--- src/rtl/rst_sync_stretch.sv ---
// rst_sync_stretch: reset synchronizer with hold stretch, software reset and release pulse
//   CLK        in   single clock, rising edge
//   RST        in   asynchronous active-low reset
//   SW_RST_REQ in   software reset request, honoured only while running
//   SYNC_RST   out  active-low reset, async assert, sync release
//   RST_DONE   out  one-cycle pulse on each release of SYNC_RST
//   RST_CNT    out  saturating count of accepted software resets
module rst_sync_stretch #(
  parameter int NUM_STAGES  = 2,
  parameter int HOLD_CYCLES = 4,
  parameter int CNT_WIDTH   = 8
) (
  input  logic                 CLK,
  input  logic                 RST,
  input  logic                 SW_RST_REQ,
  output logic                 SYNC_RST,
  output logic                 RST_DONE,
  output logic [CNT_WIDTH-1:0] RST_CNT
);
  localparam int HW = HOLD_CYCLES > 0 ? $clog2(HOLD_CYCLES + 1) : 1;
  typedef enum logic [1:0] {ASSERT, SYNC, HOLD, RUN} state_t;
  state_t state, state_n;
  logic [NUM_STAGES-1:0] chain;
  logic [HW-1:0] hcnt;
  logic accept;
  if (NUM_STAGES < 2) begin : g_bad_stages
    $error("NUM_STAGES must be at least 2");
  end
  if (CNT_WIDTH < 1) begin : g_bad_cnt
    $error("CNT_WIDTH must be at least 1");
  end
  always_comb begin
    state_n = state;
    accept  = state == RUN && SW_RST_REQ;
    // chain[NUM_STAGES-2] high in SYNC means the last stage fills on this edge
    if (accept)
      state_n = ASSERT;
    else if (state == ASSERT)
      state_n = SYNC;
    else if (state == SYNC && chain[NUM_STAGES-2])
      state_n = HOLD_CYCLES == 0 ? RUN : HOLD;
    else if (state == HOLD && 32'(hcnt) + 1 == HOLD_CYCLES)
      state_n = RUN;
  end
  always_ff @(posedge CLK or negedge RST) begin
    if (!RST) begin
      state    <= ASSERT;
      chain    <= '0;
      hcnt     <= '0;
      SYNC_RST <= 1'b0;
      RST_DONE <= 1'b0;
      RST_CNT  <= '0;
    end else begin
      state    <= state_n;
      chain    <= accept ? '0 : {chain[NUM_STAGES-2:0], 1'b1};
      hcnt     <= state == HOLD ? hcnt + 1'b1 : '0;
      SYNC_RST <= state_n == RUN;
      RST_DONE <= state_n == RUN && state != RUN;
      RST_CNT  <= accept && !(&RST_CNT) ? RST_CNT + 1'b1 : RST_CNT;
    end
  end
endmodule

--- config.mk ---
export PLATFORM = sky130hd
export DESIGN_NAME = rst_sync_stretch
export DESIGN_NICKNAME = d
export VERILOG_FILES = /design/src/rtl/rst_sync_stretch.sv
export SDC_FILE = /design/constraint.sdc
export NUM_CORES = 1
export LEC_CHECK = 0
export ABC_CLOCK_PERIOD_IN_PS = 1500
export BUFFER_PORTS_ARGS = -buffer_cell sky130_fd_sc_hd__buf_2
export CAP_MARGIN = 40
export CORE_MARGIN = 2
export CORE_UTILIZATION = 40
export CTS_CLUSTER_DIAMETER = 120
export DETAILED_ROUTE_END_ITERATION = 12
export PLACE_DENSITY = 0.72
export SYNTH_ARGS = -nofsm -noshare
export SYNTH_HDL_FRONTEND = slang
export SYNTH_SLANG_ARGS = --single-unit
--- constraint.sdc ---
create_clock -name CLK -period 1.5 [get_ports CLK]
set_clock_uncertainty 0.2 [all_clocks]
set_input_delay 0.075 -clock CLK [delete_from_list [all_inputs] [get_ports CLK]]
set_output_delay 0.075 -clock CLK [all_outputs]
set_load 0.02 [all_outputs]
==> impl_metrics.env, run 1 <==
export IMPL_status="finished clean"
export IMPL_synth_seq_area_share_pct=53.51
export IMPL_grt_pass1_wl_mm=2.421
export IMPL_fin_cells=118
export IMPL_grt_use_met3_pct=2.308
export IMPL_pre_cts_ws_ps=0.9521
export IMPL_register_area_um2=410.4
export IMPL_drtAntennaViolNets=0
export IMPL_finalHoldViolCount=0
export IMPL_critPathLaunchType="register"
export IMPL_timing_fmax_mhz=674.5
export IMPL_rsz0062_at_grt="yes"
export IMPL_power_leakage_nw=0.4882
export IMPL_io_pins=13
export IMPL_p_sw_uw=782.9
export IMPL_synth_top_area_share_pct=53.51
export IMPL_p_seq_share_pct=36.7
export IMPL_min_period_ps=1483
export IMPL_grt_pass1_vias=549
export IMPL_dieArea_um2=2233
export IMPL_top_usage_layer="met2"
export IMPL_synthArstFlopShare_pct=100.0
export IMPL_hp_class="input pin to async pin"
export IMPL_drc=0
export IMPL_fin_ws_ps=17.48
export IMPL_synth_edff_count=0
export IMPL_path_clk_slew_ps=100
export IMPL_crit_chain="ha_4, nand3_4, o21ai_4, mux2_4"
export IMPL_layout_drive_gt1_share_pct=49.46
export IMPL_pwr_share_clk_pct=14.5
export IMPL_slowest_stage="dfrtp_2"
export IMPL_multi_input_area_um2=377.9
export IMPL_htreeDepth=1
export IMPL_totalWireLength_mm=1.463
export IMPL_die_w_um=47.25
export IMPL_start_util_pct=42.87
export IMPL_clock_sinks=16
export IMPL_gp_congestion=0.8574
export IMPL_cts_tree="built"
export IMPL_synth_largest_area_cell="dfrtp_1"
export IMPL_powerDensity_nw_per_um2=1882
export IMPL_fin_crit_sh_pct=98.83
export IMPL_area_delta_synth_final_pct=40.13
export IMPL_synth_top_family_by_area="simple AND/OR/NAND/NOR gates"
export IMPL_syn_nets=68
export IMPL_synth_area_leaders="dfrtp_1 (54%), a2111oi_4 (3.7%), xnor2_1 (3.5%)"
export IMPL_cts_buffer_depth=2
export IMPL_tightest_slew_ps=353.3
export IMPL_syn_area_per_cell_um2=11.88
export IMPL_p_sw_share_pct=39.68
export IMPL_fillers=155
export IMPL_fin_hold_ws_ps=16.86
export IMPL_critPathRequiredTime_ps=1480
export IMPL_synth_cell_types=28
export IMPL_critPathKind="register to register"
export IMPL_cts_buffers=3
export IMPL_cap_violations=0
export IMPL_synth_xor_area_share_pct=5.853
export IMPL_rows=15
export IMPL_coreArea_um2=1745
export IMPL_synth_common_cells="dfrtp_1 (16), nor2_1 (5), nand2_1 (4)"
export IMPL_drv_slew=0
export IMPL_yosys_warnings=0
export IMPL_finalNetCount=99
export IMPL_synth_fa_ha_area_share_pct=3.344
export IMPL_wire_per_inst_um=12.40
export IMPL_ys_ff_latch=16
export IMPL_yosysMostFrequentCell="dfrtp_1"
export IMPL_grt_ovfl_total=0
export IMPL_portBuffers=12
export IMPL_ys_flop_type="dfrtp_1"
export IMPL_netlist_area_um2=748.2
export IMPL_p_comb_share_pct=48.8
export IMPL_grt_use_met1_pct=21.75
export IMPL_grt_util_met2_pct=24.05
export IMPL_critPathArrivalTime_ps=1470
export IMPL_grt_max_degree=17
export IMPL_setup_viol=0
export IMPL_vias=565
export IMPL_p_int_mw=1.190
export IMPL_firstDrtPassIters=3
export IMPL_synth_mux_area_share_pct=4.348
export IMPL_clk_latency_ps=290
export IMPL_antenna_found_initial=0
export IMPL_path_max_fanout=5
export IMPL_relSlewSlack_pct=76.44
export IMPL_vdd_drop_max_mv=0.8987
export IMPL_dp_hpwl_mm=1.009
export IMPL_slowest_delay_ps=420
export IMPL_dp_cells=108
export IMPL_root_buffer="clkbuf_4"
export IMPL_end_kind="register"
export IMPL_antennaDiodeCount=0
export IMPL_synth_cells=63
export IMPL_synth_compound_area_share_pct=10.20
export IMPL_grt_usage_pct=15.87
export IMPL_synth_simple_area_share_pct=20.40
export IMPL_drtIter0Drc=4
export IMPL_vias_per_cell=4.788
export IMPL_die_y_um=47.25
[state kept, by name, indices dropped and copies added, names as in the netlist]
| name | flops |
|---|---|
| RST_CNT | 8 |
| hcnt | 3 |
| state | 2 |
| RST_DONE | 1 |
| SYNC_RST | 1 |
| chain | 1 |
[per-layer routing]
| metal | share of wire (%) | vias to the layer above | routed length [um] |
|---|---|---|---|
| li1 | - | 284 | - |
| met1 | 49 | 268 | 718 |
| met2 | 47 | 11 | 688 |
| met3 | 2.3 | 2 | 34 |
| met4 | 1.6 | 0 | 23 |
| met5 | 0 | - | 0 |
[path summary, 6_finish.rpt]
path,endpoint,slack (ps),cells after the start,start
setup / recovery,RST_CNT[1],20,4,RST_CNT[1]
hold / removal,chain[0],20,2,RST
setup reg to reg,RST_CNT[1],20,4,RST_CNT[1]
hold reg to reg,hcnt[0],250,1,hcnt[0]
max in group asynchronous,RST_CNT[2],800,2,RST
min in group CLK,hcnt[0],250,1,hcnt[0]
[worst max-delay path, delay by kind of cell (launching register included)]
kind	cells	cell delay [ps]
multiplexers	1	310
AND/OR/NAND/NOR	1	110
adder cells (fa/ha/maj)	1	180
flip-flops	1	420
AO/OA/AOI/OAI	1	160
[power by group through the flow]
stage / registers [mW] / logic (mW) / clock network, mW
global route: 0.750 / 1.07 / 0.313
CTS: 0.724 / 0.953 / 0.291
global placement: 0.728 / 0.864 / 0
floorplan: 0.890 / 0.379 / 0
finish: 0.724 / 0.963 / 0.286
detailed placement: 0.738 / 0.881 / 0
[repair_timing]
action,in CTS,in global routing
gates resized for setup,2,1
endpoints found under the hold margin,20,0
hold buffers,3,0
setup buffers,2,1
endpoints found under the setup margin,1,4
pin swaps,3,4
[final cells by class]
type	instances	share of cell area, %
clock buffer	4	3.461
inverter	4	1.909
multi-input combinational	43	36.04
sequential	16	39.14
tap	25	2.983
timing repair buffer	26	16.47
[cells in the final DEF, fill, tap and decap left out, drive strengths merged]
master,count
o21a,1
nor4,2
buf,23
ha,2
nand3,3
inv,4
o2111ai,1
o21ai,3
xor2,2
mux2,2
clkbuf,4
nand2,4
dlygate4sd3,3
nor3,1
a2111oi,1
xnor2,3
nor3b,1
a21o,1
nand4,2
nor2b,1
nor2,5
and4,1
and3,3
a21oi,2
nand2b,1
dfrtp,16
mux2i,1
[cells by family after synthesis]
family | count (synthesis)
AOI/OAI and AO/OA | 9
xor gates and xnor gates | 5
adders and majority gates | 2
buffers and inverters | 4
DFF | 16
muxes | 3
and+or+nand+nor | 24
[through the flow]
| step | util [%] | setup TNS [ps] | power [mW] | cell area (um^2) |
|---|---|---|---|---|
| finish | 60.07 | 0 | 1.973 | 1049 |
| global route | 60.07 | -91.32 | 2.136 | 1049 |
| CTS | 59.35 | -4.888 | 1.968 | 1036 |
| detailed placement | 54.05 | 0 | 1.619 | 943.4 |
| global placement | 54.05 | 0 | 1.592 | 943.4 |
| floorplan | - | -53.97 | 1.269 | 792.0 |
No activity file was read; power rests on OpenSTA's default activity.
==> run 2: changes to the inputs <==
--- a/config.mk
+++ b/config.mk
@@ -5,6 +5,7 @@
 export SDC_FILE = /design/constraint.sdc
 export NUM_CORES = 1
 export LEC_CHECK = 0
+export ABC_AREA = 1
 export ABC_CLOCK_PERIOD_IN_PS = 1500
 export BUFFER_PORTS_ARGS = -buffer_cell sky130_fd_sc_hd__buf_2
 export CAP_MARGIN = 40
@@ -12,7 +13,7 @@
 export CORE_UTILIZATION = 40
 export CTS_CLUSTER_DIAMETER = 120
 export DETAILED_ROUTE_END_ITERATION = 12
-export PLACE_DENSITY = 0.72
+export PLACE_DENSITY = 0.71
 export SYNTH_ARGS = -nofsm -noshare
 export SYNTH_HDL_FRONTEND = slang
 export SYNTH_SLANG_ARGS = --single-unit
==> run 2 against run 1 <==
Net effect:
- wire length down 1.7%
- fmax up 8.0%
- sequential share of layout area up 2.4 points
- register-to-register slack better by 110 ps
- count of clock-buffer cells in the layout unchanged
- critical endpoint is now RST_CNT[0]
- largest power group is now sequential cells
==> impl_metrics.env, run 2 <==
export IMPL_status="finished clean"
export IMPL_cts_buffer_depth=2
export IMPL_min_period_ps=1373
export IMPL_path_max_fanout=8
export IMPL_cap_violations=0
export IMPL_synth_seq_area_share_pct=50.63
export IMPL_htreeDepth=1
export IMPL_postLayoutCellArea_um2=970.9
export IMPL_coreArea_um2=1922
export IMPL_synth_top_area_share_pct=50.63
export IMPL_postCtsSetupBuffers=0
export IMPL_power_leakage_nw=0.4969
export IMPL_finalNetCount=117
export IMPL_rows=16
export IMPL_portBuffers=12
export IMPL_crit_chain="ha_4, inv_1, nor2_4, nand2_4, nand2_8, inv_6, nand2_1, nand2_1"
export IMPL_slowest_delay_ps=400
export IMPL_yosys_warnings=0
export IMPL_fin_setup_tns_ps=0
export IMPL_finalHoldViolCount=0
export IMPL_regMostFlops="RST_CNT"
export IMPL_fin_crit_sh_pct=91.52
export IMPL_netlist_area_um2=790.8
export IMPL_largest_reg_flops=8
export IMPL_synthArstFlopShare_pct=100.0
export IMPL_fillers=195
export IMPL_synth_area_leaders="dfrtp_1 (51%), nand2_1 (14%), inv_1 (4.7%)"
export IMPL_place_area_um2=902.1
export IMPL_vias_per_cell=4.609
export IMPL_antennaDiodeCount=0
export IMPL_syn_nets=96
export IMPL_rsz0062_at_grt="no"
export IMPL_critPathKind="register to register"
export IMPL_grt_pass1_wl_mm=2.656
export IMPL_io_pins=13
export IMPL_grt_usage_pct=13.75
export IMPL_end_kind="register"
export IMPL_powerDensity_nw_per_um2=1650
export IMPL_drv_slew=0
export IMPL_layout_drive_gt1_share_pct=26.13
export IMPL_grt_ovfl_total=0
export IMPL_drc=0
export IMPL_firstDrtPassIters=3
export IMPL_start_util_pct=41.15
export IMPL_grt_pass1_vias=624
export IMPL_ys_flop_type="dfrtp_1"
export IMPL_clock_sinks=16
export IMPL_timing_fmax_mhz=728.5
export IMPL_gp_congestion=0.8314
export IMPL_cts_tree="built"
export IMPL_wire_per_inst_um=10.42
export IMPL_area_delta_synth_final_pct=22.78
export IMPL_path_clk_slew_ps=90
export IMPL_critPathRequiredTime_ps=1470
export IMPL_synth_edff_count=0
export IMPL_tightest_slew_ps=356.5
export IMPL_antenna_found_initial=0
export IMPL_final_common_cell="nand2_1"
export IMPL_dieArea_um2=2348
export IMPL_syn_area_per_cell_um2=8.690
export IMPL_final_cell_mix="nand2_1 (29), dfrtp_1 (14), buf_2 (12)"
export IMPL_ys_ff_latch=16
export IMPL_vdd_drop_max_mv=0.7589
export IMPL_cts_buffers=3
export IMPL_grt_max_degree=17
export IMPL_critPathArrivalTime_ps=1350
export IMPL_die_y_um=48.46
export IMPL_critPathMostFrequentCell="nand2_1"
export IMPL_drtAntennaViolNets=0
export IMPL_setup_viol=0
export IMPL_drtIter0Drc=5
export IMPL_synth_common_cells="nand2_1 (29), dfrtp_1 (16), inv_1 (10), nor2_1 (9), nand3_1 (6)"
export IMPL_critPathLaunchType="register"
export IMPL_synth_largest_area_cell="dfrtp_1"
export IMPL_vias=636
export IMPL_yosysMostFrequentCell="nand2_1"
export IMPL_clk_latency_ps=270
export IMPL_slowest_stage="dfrtp_2"
export IMPL_fin_cells=138
export IMPL_fin_util_pct=50.52
export IMPL_dp_hpwl_mm=1.152
export IMPL_reg2regPathDepth=8
export IMPL_root_buffer="clkbuf_4"
export IMPL_die_w_um=48.46
export IMPL_hp_class="input pin to async pin"
export IMPL_totalWireLength_mm=1.438
export IMPL_dp_cells=132
export IMPL_relSlewSlack_pct=76.23
export IMPL_synth_cell_types=21
export IMPL_synth_cells=91
export IMPL_largestRegisters="RST_CNT (8), hcnt (3), state (2)"
run 2: cell count changes after synthesis, moves of 2 or more:
cell / change
nor2_4: +2
mux2_1: -2
inv_1: +7
nand2_1: +25
and3_1: -2
nor2_1: +4
nand3_1: +3
run 2: critical path: cells and delay by family, from the launching register on:
| family | cells | cell delay (ps) |
|---|---|---|
| and+or+nand+nor | 5 | 420 |
| DFF | 1 | 400 |
| adders and majority gates | 1 | 150 |
| buffers and inverters | 2 | 100 |
run 2: cell families after synthesis:
logic type,after synthesis,synth area share (%)
and+or+nand+nor,53,32.44
adders and majority gates,2,3.164
buffers and inverters,12,6.329
DFF,16,50.63
AOI/OAI and AO/OA,4,3.005
xor gates and xnor gates,4,4.431
run 2: path summary, 6_finish.rpt:
check                            from    endpoint  slack [ps]
hold reg to reg               hcnt[0]     hcnt[0]         240
setup reg to reg           RST_CNT[0]  RST_CNT[0]         130
hold / removal                    RST  RST_CNT[7]          30
min in group CLK              hcnt[0]     hcnt[0]         240
setup / recovery           RST_CNT[0]  RST_CNT[0]         130
max in group asynchronous         RST  RST_CNT[0]         780
run 2: through the flow:
stage | total power, mW | setup slack, ps | hold slack (ps)
floorplan | 1.099 | 40.44 | -420.6
global placement | 1.275 | 108.1 | -196.3
detailed placement | 1.311 | 60.39 | -190.0
CTS | 1.595 | 44.58 | 30.94
global route | 1.742 | 39.92 | 67.05
finish | 1.602 | 127.3 | 33.72
run 2: final cells by class:
class                   count  area (um^2)  share of cell area (%)
inverters                  12        50.05                   5.155
flip-flops and latches     16        402.9                   41.49
multi-input cells          63        352.8                   36.34
repair buffers             16        95.09                   9.794
well taps                  27        33.78                   3.479
clock buffers               4        36.28                   3.737
run 2: power by group:
part	internal [mW]	total, mW	switching, mW
registers	0.567	0.676	0.109
logic	0.251	0.652	0.401
clock network	0.147	0.274	0.127
total	0.965	1.60	0.637
run 2: what timing repair did:
item / CTS / global route
setup endpoints to repair: 0 / 5
hold buffers: 2 / 0
endpoints found under the hold margin: 17 / 0
gates resized for setup: 0 / 2
run 2: layer usage:
metal	routed length, um	part of all wire, %	track usage (%)
met1	697	48	19.52
met2	684	48	22.45
met3	55	3.8	2.160
met4	0	0	2.857
met5	0	0	0
==> run 3: changes to the inputs <==
--- a/config.mk
+++ b/config.mk
@@ -5,15 +5,15 @@
 export SDC_FILE = /design/constraint.sdc
 export NUM_CORES = 1
 export LEC_CHECK = 0
-export ABC_AREA = 1
+export ABC_AREA = 0
 export ABC_CLOCK_PERIOD_IN_PS = 1500
 export BUFFER_PORTS_ARGS = -buffer_cell sky130_fd_sc_hd__buf_2
 export CAP_MARGIN = 40
-export CORE_MARGIN = 2
+export CORE_MARGIN = 8
 export CORE_UTILIZATION = 40
 export CTS_CLUSTER_DIAMETER = 120
 export DETAILED_ROUTE_END_ITERATION = 12
-export PLACE_DENSITY = 0.71
+export PLACE_DENSITY = 0.72
 export SYNTH_ARGS = -nofsm -noshare
 export SYNTH_HDL_FRONTEND = slang
 export SYNTH_SLANG_ARGS = --single-unit
==> run 3 against run 2 <==
Net effect:
- the run now ends with setup timing left
- combinational power grew 58%
- wire length rose by 16%
- worst setup slack got worse by 130 ps
- sequential share of layout area down 3.0 points
- critical path depth down 4
- via count decreased by 7.4%
==> impl_metrics.env, run 3 (same netlist as run 1, synthesis figures left out) <==
export IMPL_cts_buffer_depth=2
export IMPL_dieArea_um2=3511
export IMPL_final_common_cell="buf_4"
export IMPL_fin_hold_ws_ps=15.76
export IMPL_vias=589
export IMPL_drtAntennaViolNets=0
export IMPL_htreeDepth=1
export IMPL_tightest_slew_ps=355.5
export IMPL_critPathKind="register to register"
export IMPL_clock_sinks=16
export IMPL_critPathArrivalTime_ps=1490
export IMPL_slowest_stage="dfrtp_2"
export IMPL_grt_pass1_wl_mm=2.677
export IMPL_layout_drive_gt1_share_pct=51.58
export IMPL_wire_per_inst_um=13.89
export IMPL_start_util_pct=42.87
export IMPL_finalNetCount=101
export IMPL_end_kind="register"
export IMPL_totalWireLength_mm=1.667
export IMPL_reg2regPathDepth=4
export IMPL_rows=15
export IMPL_r2r_start="RST_CNT[0]"
export IMPL_grt_max_degree=17
export IMPL_drv_slew=0
export IMPL_gp_congestion=0.7298
export IMPL_antennaDiodeCount=0
export IMPL_fin_setup_tns_ps=-7.103
export IMPL_cts_tree="built"
export IMPL_regMostFlops="RST_CNT"
export IMPL_path_max_fanout=4
export IMPL_p_sw_share_pct=39.84
export IMPL_startpoint="RST_CNT[0]"
export IMPL_pwr_share_clk_pct=14.0
export IMPL_vias_per_cell=4.908
export IMPL_io_pins=13
export IMPL_grt_ovfl_total=0
export IMPL_timing_fmax_mhz=663.5
export IMPL_powerDensity_nw_per_um2=1919
export IMPL_crit_chain="ha_4, nand3_4, o21ai_4, mux2_4"
export IMPL_clk_latency_ps=280
export IMPL_antenna_found_initial=0
export IMPL_critPathRequiredTime_ps=1480
export IMPL_p_seq_share_pct=35.5
export IMPL_status="complete, but fails checks"
export IMPL_final_cell_mix="buf_4 (13), buf_2 (12), dfrtp_2 (8), dfrtp_1 (8), nor2_1 (5)"
export IMPL_portBuffers=12
export IMPL_p_int_mw=1.229
export IMPL_violations="setup timing"
export IMPL_slowest_delay_ps=420
export IMPL_grt_usage_pct=9.765
export IMPL_power_leakage_nw=0.5002
export IMPL_rr_endpoint="RST_CNT[1]"
export IMPL_endpoint="RST_CNT[1]"
export IMPL_cts_buffers=3
export IMPL_firstDrtPassIters=3
export IMPL_grt_pass1_vias=595
export IMPL_cap_violations=0
export IMPL_root_buffer="clkbuf_4"
export IMPL_area_delta_synth_final_pct=42.31
export IMPL_drtIter0Drc=9
export IMPL_vdd_drop_max_mv=1.036
export IMPL_dp_hpwl_mm=1.093
export IMPL_finalHoldViolCount=0
export IMPL_p_sw_uw=814.2
export IMPL_relSlewSlack_pct=76.30
export IMPL_drc=0
export IMPL_largestRegisters="RST_CNT (8), hcnt (3), state (2)"
export IMPL_path_clk_slew_ps=100
export IMPL_hp_class="input pin to async pin"
export IMPL_ff2ff_setup_slack_ps=-7
export IMPL_min_period_ps=1507
export IMPL_largest_reg_flops=8
export IMPL_rsz0062_at_grt="yes"
export IMPL_fin_ws_ps=-7.103
export IMPL_p_comb_share_pct=50.5
export IMPL_critPathLaunchType="register"
export IMPL_finalPower_mw=2.044
export IMPL_die_y_um=59.25
export IMPL_die_w_um=59.25
export IMPL_setup_viol=1
export IMPL_coreArea_um2=1745
export IMPL_fin_crit_sh_pct=100.5
run 3: cell count changes in the layout (fill, tap and decap cells not counted), sizes merged, moves of 2 or more:
cell	before	now
nand3	6	3
mux2	0	2
inv	12	4
buf	14	26
nand2	32	4
nor4	0	2
and3	0	3
nor2	11	5
run 3: timing repair:
item,4_1_cts,5_1_grt
hold buffers,2,0
gates resized for setup,2,2
pin swaps,3,6
setup buffers,3,3
hold endpoints to repair,20,0
setup endpoints to repair,1,7
run 3: metrics by stage:
step	cell area [um^2]	setup slack [ps]	instances	util, %
global route	1065	-79.72	120	61.00
global placement	943.4	42.50	108	54.05
finish	1065	-7.103	120	61.00
floorplan	792.0	-49.66	63	-
CTS	1033	4.543	117	59.21
detailed placement	943.4	18.07	108	54.05
run 3: metal layers:
metal	vias to the layer above	track usage, %	share of wire (%)
li1	287	-	-
met3	2	2.386	3.3
met5	-	0	0
met1	290	12.48	45
met2	10	15.10	50
met4	0	4.096	0.84
run 3: critical path: cells and delay by family (launching register included):
family	cells	cell delay, ps
compound gates	1	180
fa+ha+maj	1	180
flops	1	420
mux	1	310
simple gates	1	110
run 3: worst min path at each step:
stage | end | startpoint | slack [ps] | cells after the start
5_1_grt | chain[0] | SW_RST_REQ | 20 | 3
3_5_place_dp | hcnt[2] | RST | -190 | 1
6_report | RST_CNT[0] | RST | 20 | 2
2_1_floorplan | RST_CNT[0] | RST | -420 | 0
3_3_place_gp | hcnt[0] | RST | -200 | 1
4_1_cts | chain[0] | SW_RST_REQ | 20 | 3
run 3: layout make-up:
class / count / area (um^2)
Tap cell: 25 / 31.28
Sequential cell: 16 / 410.4
Fill cell: 143 / 680.7
Timing Repair Buffer: 28 / 188.9
Multi-Input combinational cell: 43 / 377.9
Clock buffer: 4 / 36.28
Inverter: 4 / 20.02
run 3: power groups by stage:
| stage | sequential (mW) | combinational (mW) | clock (mW) |
|---|---|---|---|
| after global routing | 0.749 | 1.13 | 0.306 |
| final | 0.726 | 1.03 | 0.286 |
| after floorplan | 0.890 | 0.379 | 0 |
| after CTS | 0.720 | 0.969 | 0.289 |
| after detailed placement | 0.734 | 0.888 | 0 |
| after global placement | 0.728 | 0.876 | 0 |
